`config.mk`:
```
export PLATFORM = sky130hd
export DESIGN_NAME = cu_sequencer
export DESIGN_NICKNAME = d
export VERILOG_FILES = /design/src/rtl/cu_sequencer.sv
export SDC_FILE = /design/constraint.sdc
export NUM_CORES = 1
export LEC_CHECK = 0
export CORE_ASPECT_RATIO = 1.1
export CORE_UTILIZATION = 55
export CTS_CLUSTER_DIAMETER = 120
export CTS_CLUSTER_SIZE = 28
export DETAILED_ROUTE_END_ITERATION = 12
export HOLD_SLACK_MARGIN = 0.15
export PLACE_DENSITY_LB_ADDON = 0.25
export SLEW_MARGIN = 20
export SYNTH_ARGS = -nofsm -noshare
export SYNTH_HDL_FRONTEND = slang
export SYNTH_SLANG_ARGS = --single-unit
```
`constraint.sdc`:
```
create_clock -name clk -period 4.25 [get_ports clk]
set_clock_uncertainty 0.2 [all_clocks]
set_input_delay 1.275 -clock clk [delete_from_list [all_inputs] [get_ports clk]]
set_output_delay 1.275 -clock clk [all_outputs]
set_load 0.005 [all_outputs]
```
`src/rtl/cu_sequencer.sv`:
```
// cu_sequencer: multi-cycle control sequencer.
//
// Accepts one opcode per instruction over a valid/ready handshake and walks it
// through DECODE -> EXEC -> (MEM) -> WB. The control word is looked up once in
// DECODE and held, registered, for the rest of the instruction. The sequencer
// stalls in EXEC for ALU ops until alu_done, and in MEM until mem_ack. It traps
// on illegal opcodes and on waits that exceed TIMEOUT cycles, and it counts
// retired instructions.
//
// Ports
//   clk, rst_n        clock (rising edge), asynchronous active-low reset
//   instr_valid/ready opcode handshake; ready is high only in IDLE
//   opcode            instruction opcode, latched at the accept edge
//   alu_done          ALU completion, only looked at in EXEC for ALU ops
//   mem_ack           memory completion, only looked at in MEM
//   mem_req           high for every MEM cycle
//   clear_trap        leaves TRAP and clears the sticky flags
//   control_signals   registered control word
//   state             IDLE=0 DECODE=1 EXEC=2 MEM=3 WB=4 TRAP=7
//   retire            one-cycle pulse while in WB
//   illegal, timeout  sticky trap causes
//   ops_retired       retired-instruction count, wraps
module cu_sequencer #(
  parameter int OPW     = 6,
  parameter int CTRLW   = 8,
  parameter int NUM_OPS = 27,
  parameter int TIMEOUT = 15,
  parameter int CNTW    = 16
) (
  input  logic             clk,
  input  logic             rst_n,
  input  logic             instr_valid,
  output logic             instr_ready,
  input  logic [OPW-1:0]   opcode,
  input  logic             alu_done,
  input  logic             mem_ack,
  output logic             mem_req,
  input  logic             clear_trap,
  output logic [CTRLW-1:0] control_signals,
  output logic [2:0]       state,
  output logic             retire,
  output logic             illegal,
  output logic             timeout,
  output logic [CNTW-1:0]  ops_retired
);

  localparam int WCW = $clog2(TIMEOUT + 1);

  typedef enum logic [2:0] {
    S_IDLE   = 3'd0,
    S_DECODE = 3'd1,
    S_EXEC   = 3'd2,
    S_MEM    = 3'd3,
    S_WB     = 3'd4,
    S_TRAP   = 3'd7
  } state_e;

  typedef enum logic [1:0] {C_BR, C_MEM, C_MOV, C_ALU} cls_e;

  typedef struct packed {
    logic       legal;
    cls_e       cls;
    logic [7:0] ctrl;
  } dec_t;

  // Opcode -> {legality, execution class, 8-bit control word}.
  function automatic dec_t decode(input logic [OPW-1:0] op);
    dec_t d;
    d.legal = (int'(op) < NUM_OPS);
    case (int'(op))
      0, 1, 2, 3: begin d.cls = C_BR;  d.ctrl = 8'hC0; end
      4:          begin d.cls = C_MEM; d.ctrl = 8'hD8; end
      5:          begin d.cls = C_MEM; d.ctrl = 8'h80; end
      6:          begin d.cls = C_BR;  d.ctrl = 8'hC2; end
      7, 8:       begin d.cls = C_BR;  d.ctrl = 8'hC3; end
      15:         begin d.cls = C_MOV; d.ctrl = 8'h90; end
      default:    begin d.cls = C_ALU; d.ctrl = 8'hA4; end
    endcase
    return d;
  endfunction

  state_e           st_q, st_d;
  logic [OPW-1:0]   op_q, op_d;
  logic [CTRLW-1:0] ctrl_q, ctrl_d;
  logic [WCW-1:0]   wcnt_q, wcnt_d;
  logic             mreq_q, mreq_d;
  logic             ret_q, ret_d;
  logic             ill_q, ill_d;
  logic             to_q, to_d;
  logic [CNTW-1:0]  cnt_q, cnt_d;

  dec_t dec;
  logic wait_last;

  assign dec = decode(op_q);
  // Last permitted wait cycle: a completion seen now still wins over the trap.
  assign wait_last = (wcnt_q == WCW'(TIMEOUT - 1));

  always_comb begin
    st_d   = st_q;
    op_d   = op_q;
    ctrl_d = ctrl_q;
    wcnt_d = wcnt_q;
    mreq_d = 1'b0;
    ret_d  = 1'b0;
    ill_d  = ill_q;
    to_d   = to_q;
    cnt_d  = cnt_q;

    case (st_q)
      S_IDLE: begin
        ctrl_d = '0;
        if (instr_valid) begin
          op_d = opcode;
          st_d = S_DECODE;
        end
      end

      S_DECODE: begin
        if (!dec.legal) begin
          st_d   = S_TRAP;
          ill_d  = 1'b1;
          ctrl_d = '1;
        end else begin
          ctrl_d = CTRLW'(dec.ctrl);
          st_d   = S_EXEC;
        end
      end

      S_EXEC: begin
        case (dec.cls)
          C_BR, C_MOV: begin
            st_d  = S_WB;
            ret_d = 1'b1;
          end
          C_MEM: begin
            st_d   = S_MEM;
            mreq_d = 1'b1;
          end
          default: begin
            if (alu_done) begin
              st_d  = S_WB;
              ret_d = 1'b1;
            end else if (wait_last) begin
              st_d   = S_TRAP;
              to_d   = 1'b1;
              ctrl_d = '1;
            end else begin
              wcnt_d = wcnt_q + WCW'(1);
            end
          end
        endcase
      end

      S_MEM: begin
        if (mem_ack) begin
          st_d  = S_WB;
          ret_d = 1'b1;
        end else if (wait_last) begin
          st_d   = S_TRAP;
          to_d   = 1'b1;
          ctrl_d = '1;
        end else begin
          wcnt_d = wcnt_q + WCW'(1);
          mreq_d = 1'b1;
        end
      end

      S_WB: begin
        cnt_d  = cnt_q + CNTW'(1);
        ctrl_d = '0;
        st_d   = S_IDLE;
      end

      S_TRAP: begin
        if (clear_trap) begin
          ill_d  = 1'b0;
          to_d   = 1'b0;
          ctrl_d = '0;
          st_d   = S_IDLE;
        end
      end

      default: begin
        ctrl_d = '0;
        st_d   = S_IDLE;
      end
    endcase

    // The wait counter measures time spent in the current state only.
    if (st_d != st_q) wcnt_d = '0;
  end

  always_ff @(posedge clk or negedge rst_n) begin
    if (!rst_n) begin
      st_q   <= S_IDLE;
      op_q   <= '0;
      ctrl_q <= '0;
      wcnt_q <= '0;
      mreq_q <= 1'b0;
      ret_q  <= 1'b0;
      ill_q  <= 1'b0;
      to_q   <= 1'b0;
      cnt_q  <= '0;
    end else begin
      st_q   <= st_d;
      op_q   <= op_d;
      ctrl_q <= ctrl_d;
      wcnt_q <= wcnt_d;
      mreq_q <= mreq_d;
      ret_q  <= ret_d;
      ill_q  <= ill_d;
      to_q   <= to_d;
      cnt_q  <= cnt_d;
    end
  end

  assign instr_ready     = (st_q == S_IDLE);
  assign state           = st_q;
  assign control_signals = ctrl_q;
  assign mem_req         = mreq_q;
  assign retire          = ret_q;
  assign illegal         = ill_q;
  assign timeout         = to_q;
  assign ops_retired     = cnt_q;

endmodule
```
==> impl_results.md, run 1 <==
* Outcome: completed
* Leak at 1.13 nW
* Top post-synthesis cells by area: dfrtp_1 (47%), mux2_2 (4.3%), xnor2_1 (3.7%)
* Initial Util at 57.8%
* Post-synth ARST share at 100%
* Synth warnings at 0
* Final worst slack at 1.14 ns
* Slew HR at 44.0%
* MaxCap Viol Count at 0
* Clock sinks at 40
* Setup TNS at 0 ns
* Total Die Area at 4090 um^2
* Via count at 1703
* Layout cells sized above 1 at 10.1%
* Die height at 67.0 um
* Pin count of the biggest net entering global routing at 41
* Synthesis-stage register bit count at 40
* Final count of pins violating max slew at 0
* Hold Vio Cnt, Final at 0
* Grt ovf at 0
* Core Footprint at 3650 um^2
* Delay of the slowest critical-path stage at 0.56 ns
* Endpoint type of the worst setup path: primary output
* Synth Net Count at 222
* Initial DRT Pass Iterations at 4
* I/O Buffers at 43
* R2R cell count at 5
* Critical path type: reg2out
* Biggest area consumer among synthesized cells: dfrtp_1
* Total clock buffers created by CTS at 5
* Critical path data required time at 2.77 ns
* Setup Fix Bufs, Post-CTS at 0
* Setup violators final at 0
* IO Count at 44
* Clk Latency, worst-skew pair at 0.29 ns
* Pwr/cell area at 587 nW/um^2
* Maximum VDD drop at 444 uV
* Pre-CTS WS at 0.884 ns
* RR Startpoint: op_q[2]
* Worst Hold Class: reg2reg
* Worst Hold Launch: ops_retired[15]
* Multi-input logic area at 1020 um^2
* Leading cell types in the layout, fill and taps excluded: clkdlybuf4s50_1 (42), dfrtp_1 (40), nand2_1 (12)
* Reg-to-reg setup timing slack at 2.01 ns
* TritonCTS clock tree: yes
* Vias per inst at 5.71
* Commonest non-fill, non-tap cell in the layout: clkdlybuf4s50_1
* Clock Path Buffers at 2
* Mapped cell area at 2110 um^2
* Slew @ Worst Pin at 0.840 ns
* Synth Instances at 207
* Iteration-0 DRC Markers at 70
* Fmax at 0.322 GHz
* Final core utilization at 72.8%
* Post-synth top area share at 47.4%
* Residual DRC at 0
* Clock root buffer: clkbuf_8
* Final #Nets at 262
* WL/cell at 14.4 um
* Gpl congestion at 0.835
* Hold path endpoint: ops_retired[15]
* Area growth, synth to finish at 25.9%
* Cell Rows at 23
* Post-synth EDFFs at 0
* DRT Wirelength at 4.28 mm
* Reg-to-reg endpoint: wcnt_q[1]
* Antenna cells at 0
* Post-CTS sizing at 0
* Period utilization at 73.1%
* All-Layer GR Usage at 22.6%
* CP startpoint kind: flop
* Yosys cell types at 46
* RSZ-0062 raised after global routing: no
* Clock-pin slew on the worst setup and hold paths at 0.08 ns
* First-pass GRT wire length at 6.79 mm
* CP Data Arrival Time at 1.63 ns
* Final ANT Viol Nets at 0
* Cells after DPL at 290
* Die Span X at 61.1 um
* Seq/Total Area, Yosys at 47.4%
* Cell chain of the critical path: nor3_1, clkdlybuf4s50_1
* Final std cells w/o fill at 298
* Mean area per synthesized cell at 10.2 um^2
* Critical-path top delay cell: dfrtp_1
* FILL cells at 286
* Initial antenna violation count at 0
* Total chip power at 1.56 mW
* Seq. cell area at 1000 um^2
* Htree depth at 2
* Hold-critical path depth at 1
* Final min period at 3.11 ns
* Post-DP HPWL at 3.19 mm
* Top FF cell, synth: dfrtp_1
* Vias in the first global route at 1536
* CTS hold repair buffers at 0
* Worst-path fanout max at 16
-- synthesized netlist by cell type, types with 4 or more instances --
master     n
a211oi_1   5
a21o_1     5
a21oi_1    8
a22o_1     6
and3_1     4
clkbuf_1   5
dfrtp_1   40
inv_1     10
mux2_2     8
nand2_1   12
nand2b_1   5
nand3_1    9
nand4_1    7
nor2_1    10
o21ai_0    5
o31ai_1    5
or3_1      4
xnor2_1    9
xor2_1     6
-- per-layer routing --
| layer | GRT usage (%) | share of wire [%] | wire length [um] | up-vias |
|---|---|---|---|---|
| met5 | 0 | 0 | 0 | - |
| met4 | 6.53 | 0.89 | 38 | 0 |
| met3 | 5.24 | 3.2 | 139 | 6 |
| met2 | 39.4 | 51 | 2170 | 32 |
| met1 | 27.3 | 45 | 1930 | 838 |
| li1 | - | - | - | 827 |
-- cell families (layout without fill, tap and decap cells) --
logic type	after synthesis	after routing	synth area share (%)
simple gates	69	69	18.0
xor+xnor	15	15	6.22
compound gates	52	52	18.1
fa+ha+maj	3	3	1.78
buf+inv	20	61	4.26
flops	40	40	47.4
mux	8	8	4.26
-- metrics by stage --
step / hold slack, ns / instance area, um^2
after floorplan: 0.265 / 2110
after global placement: 0.258 / 2550
after detailed placement: 0.262 / 2550
after CTS: 0.273 / 2660
after global routing: 0.280 / 2660
final: 0.266 / 2660
-- sequential cells by signal (all words and copies together), names as in the netlist --
name and flops:
timeout 1, wcnt_q 4, state 3, op_q 6
retire 1, illegal 1, mem_req 1, control_signals 7
ops_retired 16
-- area by class of cell --
class / count / share of cell area (%)
clock buffer: 5 / 2.59
clock inverter: 3 / 1.60
inverter: 10 / 1.41
multi-input combinational: 147 / 38.4
sequential: 40 / 37.6
tap: 50 / 2.35
timing repair buffer: 43 / 16.0
-- critical path: cells and delay by family (launching register included) --
family / cells / cell delay [ns]
buffers and inverters: 1 / 0.54
flip-flops: 1 / 0.56
AND/OR/NAND/NOR: 1 / 0.25
-- report_power, final --
group	switching (mW)	internal (mW)	total, mW	leakage (nW)
registers	0.150	0.475	0.625	0.528
logic	0.290	0.341	0.631	0.551
clock network	0.132	0.174	0.305	0.0541
-- how the worst max path moves through the flow --
stage / startpoint / to / cells after the start
after global placement: mem_ack / wcnt_q[3] / 6
after CTS: state[0] / instr_ready / 2
final: state[0] / instr_ready / 2
after floorplan: mem_ack / wcnt_q[3] / 5
after detailed placement: mem_ack / wcnt_q[3] / 6
after global routing: state[0] / instr_ready / 2
(Power assumes the default switching activity.)
==> run 2: changes to the inputs <==
--- a/config.mk
+++ b/config.mk
@@ -6,7 +6,7 @@
 export NUM_CORES = 1
 export LEC_CHECK = 0
 export CORE_ASPECT_RATIO = 1.1
-export CORE_UTILIZATION = 55
+export CORE_UTILIZATION = 46
 export CTS_CLUSTER_DIAMETER = 120
 export CTS_CLUSTER_SIZE = 28
 export DETAILED_ROUTE_END_ITERATION = 12
==> constraint.sdc (replaced) <==
create_clock -name clk -period 2.6 [get_ports clk]
set_clock_uncertainty 0.2 [all_clocks]
set_input_delay 0.78 -clock clk [delete_from_list [all_inputs] [get_ports clk]]
set_output_delay 0.78 -clock clk [all_outputs]
set_load 0.005 [all_outputs]
==> run 2 against run 1 <==
Combinational power rose by 89%. Sequential power grew 53%. Register-to-register slack worse by 1.7 ns. Critical path depth grew 5. Largest power group unchanged. Wire length rose by 6.2%. Count of clock-buffer cells in the layout grew 1. Worst setup slack lost 1.0 ns. Hold slack worse by 0.026 ns.
==> impl_results.md, run 2 (synthesis gave the netlist of run 1 again) <==
* DRT Wirelength at 4.54 mm (was 4.28 mm)
* Outcome: completed (unchanged)
* Pwr/cell area at 957 nW/um^2 (was 587 nW/um^2)
* Critical path startpoint: mem_ack (was state[0])
* CP bufs+invs at 2 (was 1)
* First-pass GRT wire length at 7.49 mm (was 6.79 mm)
* Pin count of the biggest net entering global routing at 22 (was 41)
* Cell chain of the critical path: clkdlybuf4s50_1, nand2b_1, a21boi_0, a21o_1, buf_4, or3_1, a211oi_1 (was nor3_1, clkdlybuf4s50_1)
* GR Util met2 at 33.8% (was 39.4%)
* Delay of the slowest critical-path stage at 0.42 ns (was 0.56 ns)
* Leak at 1.20 nW (was 1.13 nW)
* Die Span X at 66.6 um (was 61.1 um)
* Cell Rows at 25 (was 23)
* Clock root buffer: clkbuf_8 (unchanged)
* Fmax at 0.404 GHz
* Worst-path fanout max at 7 (was 16)
* Gpl congestion at 0.845 (was 0.835)
* Core Footprint at 4350 um^2 (was 3650 um^2)
* Hold Slack at 0.240 ns (was 0.266 ns)
* Layout cells sized above 1 at 13.8% (was 10.1%)
* Initial DRT Pass Iterations at 4 (unchanged)
* Die height at 73.1 um (was 67.0 um)
* Worst Hold Class: in2async (was reg2reg)
* Total clock buffers created by CTS at 5 (unchanged)
* RSZ-0062 raised after global routing: no (unchanged)
* Critical-path top delay cell: clkdlybuf4s50_1 (was dfrtp_1)
* Multi-input logic area at 1020 um^2 (unchanged)
* Met3 GRT Util at 4.69% (was 5.24%)
* Critical path's top delay family: compound AO/OA/AOI/OAI gates (was flip-flops)
* Iteration-0 DRC Markers at 77 (was 70)
* CP startpoint kind: primary input (was flop)
* Setup violators final at 0 (unchanged)
* Final core utilization at 63.6% (was 72.8%)
* Initial antenna violation count at 0 (unchanged)
* Clock Path Buffers at 2 (unchanged)
* Area growth, synth to finish at 30.8% (was 25.9%)
* Post-DP HPWL at 3.43 mm (was 3.19 mm)
* RR Startpoint: op_q[1] (was op_q[2])
* Pre-CTS WS at -0.210 ns (was 0.884 ns)
* Vias per inst at 5.57 (was 5.71)
* Commonest non-fill, non-tap cell in the layout: clkdlybuf4s50_1 (unchanged)
* Critical path type: in2reg (was reg2out)
* Final count of pins violating max slew at 0 (unchanged)
* Clk Latency, worst-skew pair at 0.29 ns (about the same)
* Final #Nets at 274 (was 262)
* Total chip power at 2.65 mW (was 1.56 mW)
* Number of flip-flops in the largest register at 16 (unchanged)
* Total Die Area at 4870 um^2 (was 4090 um^2)
* Htree depth at 2 (unchanged)
* Clock-pin slew on the worst setup and hold paths at 0.08 ns (about the same)
* Setup Fix Bufs, Post-CTS at 0 (unchanged)
* MaxCap Viol Count at 0 (unchanged)
* IO Count at 44 (unchanged)
* Final min period at 2.48 ns
* Clock sinks at 40 (unchanged)
* TritonCTS clock tree: yes (unchanged)
* Via count at 1749 (was 1703)
* Seq. cell area at 1000 um^2 (unchanged)
* Setup TNS at 0 ns (unchanged)
* Vias in the first global route at 1585 (was 1536)
* Slew @ Worst Pin at 0.491 ns (was 0.840 ns)
* Residual DRC at 0 (unchanged)
* Critical path data required time at 2.59 ns (was 2.77 ns)
* Antenna cells at 0 (unchanged)
* Maximum VDD drop at 519 uV (was 444 uV)
* GRT busiest layer: met2 (unchanged)
* Final worst slack at 0.124 ns (was 1.14 ns)
* Final ANT Viol Nets at 0 (unchanged)
* Post-CTS sizing at 0 (unchanged)
* Leading cell types in the layout, fill and taps excluded: clkdlybuf4s50_1 (42), dfrtp_1 (40), nand2_1 (12) (unchanged)
* CP Data Arrival Time at 2.47 ns (was 1.63 ns)
* Grt ovf at 0 (unchanged)
* Endpoint type of the worst setup path: flop (was primary output)
* WL/cell at 14.5 um (was 14.4 um)
* Period utilization at 95.2%
* I/O Buffers at 43 (unchanged)
* Slew HR at 67.1% (was 44.0%)
* FILL cells at 375 (was 286)
* All-Layer GR Usage at 20.6% (was 22.6%)
* Hold Vio Cnt, Final at 0 (unchanged)
* Initial Util at 48.6% (was 57.8%)
* CTS hold repair buffers at 0 (unchanged)
* GRT met1 Usage at 26.9% (was 27.3%)
run 2: worst reg2reg max path: cells and delay by family (launching register included):
| kind | cells | cell delay (ns) |
|---|---|---|
| AOI/OAI and AO/OA | 4 | 0.93 |
| buffers and inverters | 1 | 0.17 |
| DFF | 1 | 0.48 |
| and+or+nand+nor | 1 | 0.43 |
run 2: per-layer routing:
layer	vias up	wire length, um
met5	-	0
met2	46	2250
met1	849	2060
met3	5	178
met4	0	59
li1	849	-
run 2: power by group:
part           internal, mW  switching [mW]
combinational         0.631           0.560
clock                 0.285           0.213
sequential            0.778           0.180
total                  1.69           0.953
run 2: area by class of cell:
type / instances / area share [%]
Clock buffer: 6 / 2.63
Multi-Input combinational cell: 147 / 37.0
Sequential cell: 40 / 36.2
Timing Repair Buffer: 55 / 19.1
Clock inverter: 2 / 1.27
Inverter: 10 / 1.36
Tap cell: 54 / 2.44
run 2: worst paths after layout:
kind / endpoint / slack, ns / depth (start not counted)
min reg2reg: ops_retired[15] / 0.28 / 1
max: wcnt_q[0] / 0.12 / 7
min: ops_retired[13] / 0.24 / 1
max in group asynchronous: state[1] / 1.48 / 2
min in group clk: ops_retired[15] / 0.28 / 1
max reg2reg: wcnt_q[0] / 0.30 / 6
run 2: stage by stage:
| step | std cells | cell area, um^2 |
|---|---|---|
| floorplan | 207 | 2110 |
| global placement | 306 | 2660 |
| detailed placement | 306 | 2660 |
| CTS | 314 | 2760 |
| global route | 314 | 2760 |
| finish | 314 | 2760 |
==> run 3: changes to the inputs <==
--- a/config.mk
+++ b/config.mk
@@ -6,13 +6,15 @@
 export NUM_CORES = 1
 export LEC_CHECK = 0
 export CORE_ASPECT_RATIO = 1.1
-export CORE_UTILIZATION = 46
+export CORE_UTILIZATION = 40
 export CTS_CLUSTER_DIAMETER = 120
 export CTS_CLUSTER_SIZE = 28
 export DETAILED_ROUTE_END_ITERATION = 12
 export HOLD_SLACK_MARGIN = 0.15
+export MAX_ROUTING_LAYER = met4
 export PLACE_DENSITY_LB_ADDON = 0.25
 export SLEW_MARGIN = 20
 export SYNTH_ARGS = -nofsm -noshare
 export SYNTH_HDL_FRONTEND = slang
 export SYNTH_SLANG_ARGS = --single-unit
+export TNS_END_PERCENT = 100
==> run 3 against run 2 <==
The flow now finishes with violations (DRC). Cell area up 1.4%. Worst setup slack better by 0.0086 ns. Sequential power shrank 3.5%. First-iteration DRC count is 34% lower. Sequential share of layout area shrank 0.50 points. Critical endpoint is now instr_ready. Largest power group unchanged. Highest routed layer unchanged.
==> impl_results.md, run 3 (synthesis gave the netlist of run 1 again) <==
* Outcome: finished with violations (was completed)
* Post-DP HPWL at 3.38 mm (was 3.43 mm)
* Clock Path Buffers at 2 (unchanged)
* Vias per inst at 5.55 (was 5.57)
* Final min period at 2.47 ns (was 2.48 ns)
* CP Data Arrival Time at 1.49 ns (was 2.47 ns)
* CP startpoint kind: flop (was primary input)
* Residual DRC at 7 (was 0)
* Setup violators final at 0 (unchanged)
* Delay of the slowest critical-path stage at 0.56 ns (was 0.42 ns)
* Endpoint type of the worst setup path: primary output (was flop)
* R2R cell count at 7 (was 6)
* Iteration-0 DRC Markers at 51 (was 77)
* Slew HR at 66.2% (was 67.1%)
* Htree depth at 2 (unchanged)
* CP bufs+invs at 1 (was 2)
* WP depth at 2 (was 7)
* I/O Buffers at 43 (unchanged)
* Die Span X at 71.3 um (was 66.6 um)
* Grt ovf at 0 (unchanged)
* Pwr/cell area at 976 nW/um^2 (was 957 nW/um^2)
* WL/cell at 14.3 um (was 14.5 um)
* Total chip power at 2.73 mW (was 2.65 mW)
* Layout cells sized above 1 at 14.9% (was 13.8%)
* Core Footprint at 5030 um^2 (was 4350 um^2)
* Clock-pin slew on the worst setup and hold paths at 0.08 ns (about the same)
* Total clock buffers created by CTS at 5 (unchanged)
* Final ANT Viol Nets at 0 (unchanged)
* Clock root buffer: clkbuf_8 (unchanged)
* Maximum VDD drop at 544 uV (was 519 uV)
* Worst Hold Class: in2async (unchanged)
* CTS hold repair buffers at 0 (unchanged)
* Gpl congestion at 0.847 (was 0.845)
* Leading cell types in the layout, fill and taps excluded: clkdlybuf4s50_1 (42), dfrtp_1 (40), buf_4 (13) (was clkdlybuf4s50_1 (42), dfrtp_1 (40), nand2_1 (12))
* DRT Wirelength at 4.56 mm (was 4.54 mm)
* Final #Nets at 276 (was 274)
* Period utilization at 94.9% (was 95.2%)
* Leak at 1.22 nW (was 1.20 nW)
* Commonest non-fill, non-tap cell in the layout: clkdlybuf4s50_1 (unchanged)
* Worst-path fanout max at 2 (was 7)
* Critical-path top delay cell: clkdlybuf4s50_1 (unchanged)
* Clk Latency, worst-skew pair at 0.29 ns (about the same)
* TritonCTS clock tree: yes (unchanged)
* Pin count of the biggest net entering global routing at 22 (unchanged)
* Vias in the first global route at 1595 (was 1585)
* Cell chain of the critical path: nor3_1, clkdlybuf4s50_1 (was clkdlybuf4s50_1, nand2b_1, a21boi_0, a21o_1, buf_4, or3_1, a211oi_1)
* Initial antenna violation count at 0 (unchanged)
* RSZ-0062 raised after global routing: no (unchanged)
* Via count at 1776 (was 1749)
* Die height at 78.2 um (was 73.1 um)
* Critical path type: reg2out (was in2reg)
* Final count of pins violating max slew at 0 (unchanged)
* Fmax at 0.405 GHz (was 0.404 GHz)
* Initial Util at 42.0% (was 48.6%)
* IO Count at 44 (unchanged)
* MaxCap Viol Count at 0 (unchanged)
* Clock sinks at 40 (unchanged)
* Pre-CTS WS at -0.156 ns (was -0.210 ns)
* Critical path data required time at 1.62 ns (was 2.59 ns)
* Area growth, synth to finish at 32.6% (was 30.8%)
* Initial DRT Pass Iterations at 8 (was 4)
* First-pass GRT wire length at 7.58 mm (was 7.49 mm)
* Setup Fix Bufs, Post-CTS at 0 (unchanged)
* Failing checks: DRC
* Post-CTS sizing at 0 (unchanged)
* Number of flip-flops in the largest register at 16 (unchanged)
* Total Die Area at 5580 um^2 (was 4870 um^2)
* Antenna cells at 0 (unchanged)
* Slew @ Worst Pin at 0.503 ns (was 0.491 ns)
* Hold Vio Cnt, Final at 0 (unchanged)
* FILL cells at 445 (was 375)
* All-Layer GR Usage at 18.1% (was 20.6%)
* Cell Rows at 27 (was 25)
* Final worst slack at 0.133 ns (was 0.124 ns)
* Critical path's top delay family: buffers and inverters (was compound AO/OA/AOI/OAI gates)
run 3: cell type report:
type	instances	area, um^2	area share, %
tap	58	72.6	2.59
sequential	40	1000	35.7
timing repair buffer	57	543	19.4
multi-input combinational	147	1020	36.5
clock inverter	1	30.0	1.07
clock buffer	7	96.3	3.44
inverter	10	37.5	1.34
run 3: power by group:
part,switching (mW),leakage [nW],internal [mW],total (mW)
clock,0.216,0.0645,0.339,0.555
combinational,0.605,0.624,0.650,1.26
sequential,0.146,0.528,0.778,0.924
total,0.967,1.22,1.77,2.73
run 3: stage by stage:
step	utilization [%]	hold slack, ns	TNS, ns	cells	cell area (um^2)
after floorplan	-	0.265	0	207	2110
after global placement	53.2	0.257	-0.722	312	2680
after detailed placement	53.2	0.265	-1.17	312	2680
after CTS	55.7	0.246	0	320	2800
after global routing	55.7	0.264	0	320	2800
final	55.7	0.234	0	320	2800
run 3: metal layers:
| metal | wire (um) | track usage, % | vias to the layer above | share of wire [%] |
|---|---|---|---|---|
| li1 | - | - | 859 | - |
| met1 | 2090 | 23.8 | 865 | 46 |
| met2 | 2200 | 26.9 | 44 | 48 |
| met3 | 176 | 3.85 | 8 | 3.9 |
| met4 | 88 | 8.00 | 0 | 1.9 |
| met5 | 0 | - | - | 0 |
run 3: worst paths after layout:
kind / endpoint / startpoint / slack, ns
setup / recovery: instr_ready / state[2] / 0.13
hold / removal: ops_retired[13] / rst_n / 0.23
setup reg to reg: wcnt_q[2] / wcnt_q[0] / 0.40
hold reg to reg: ops_retired[15] / ops_retired[15] / 0.27
max in group asynchronous: ops_retired[5] / rst_n / 1.49
min in group clk: ops_retired[15] / ops_retired[15] / 0.27
run 3: worst register-to-register path, cell delays in order (launching register included):
cell	delay [ns]
dfrtp_1	0.42
inv_1	0.07
ha_1	0.16
and3_1	0.38
a211oi_1	0.11
a211o_2	0.37
a31oi_2	0.29
a211oi_1	0.08
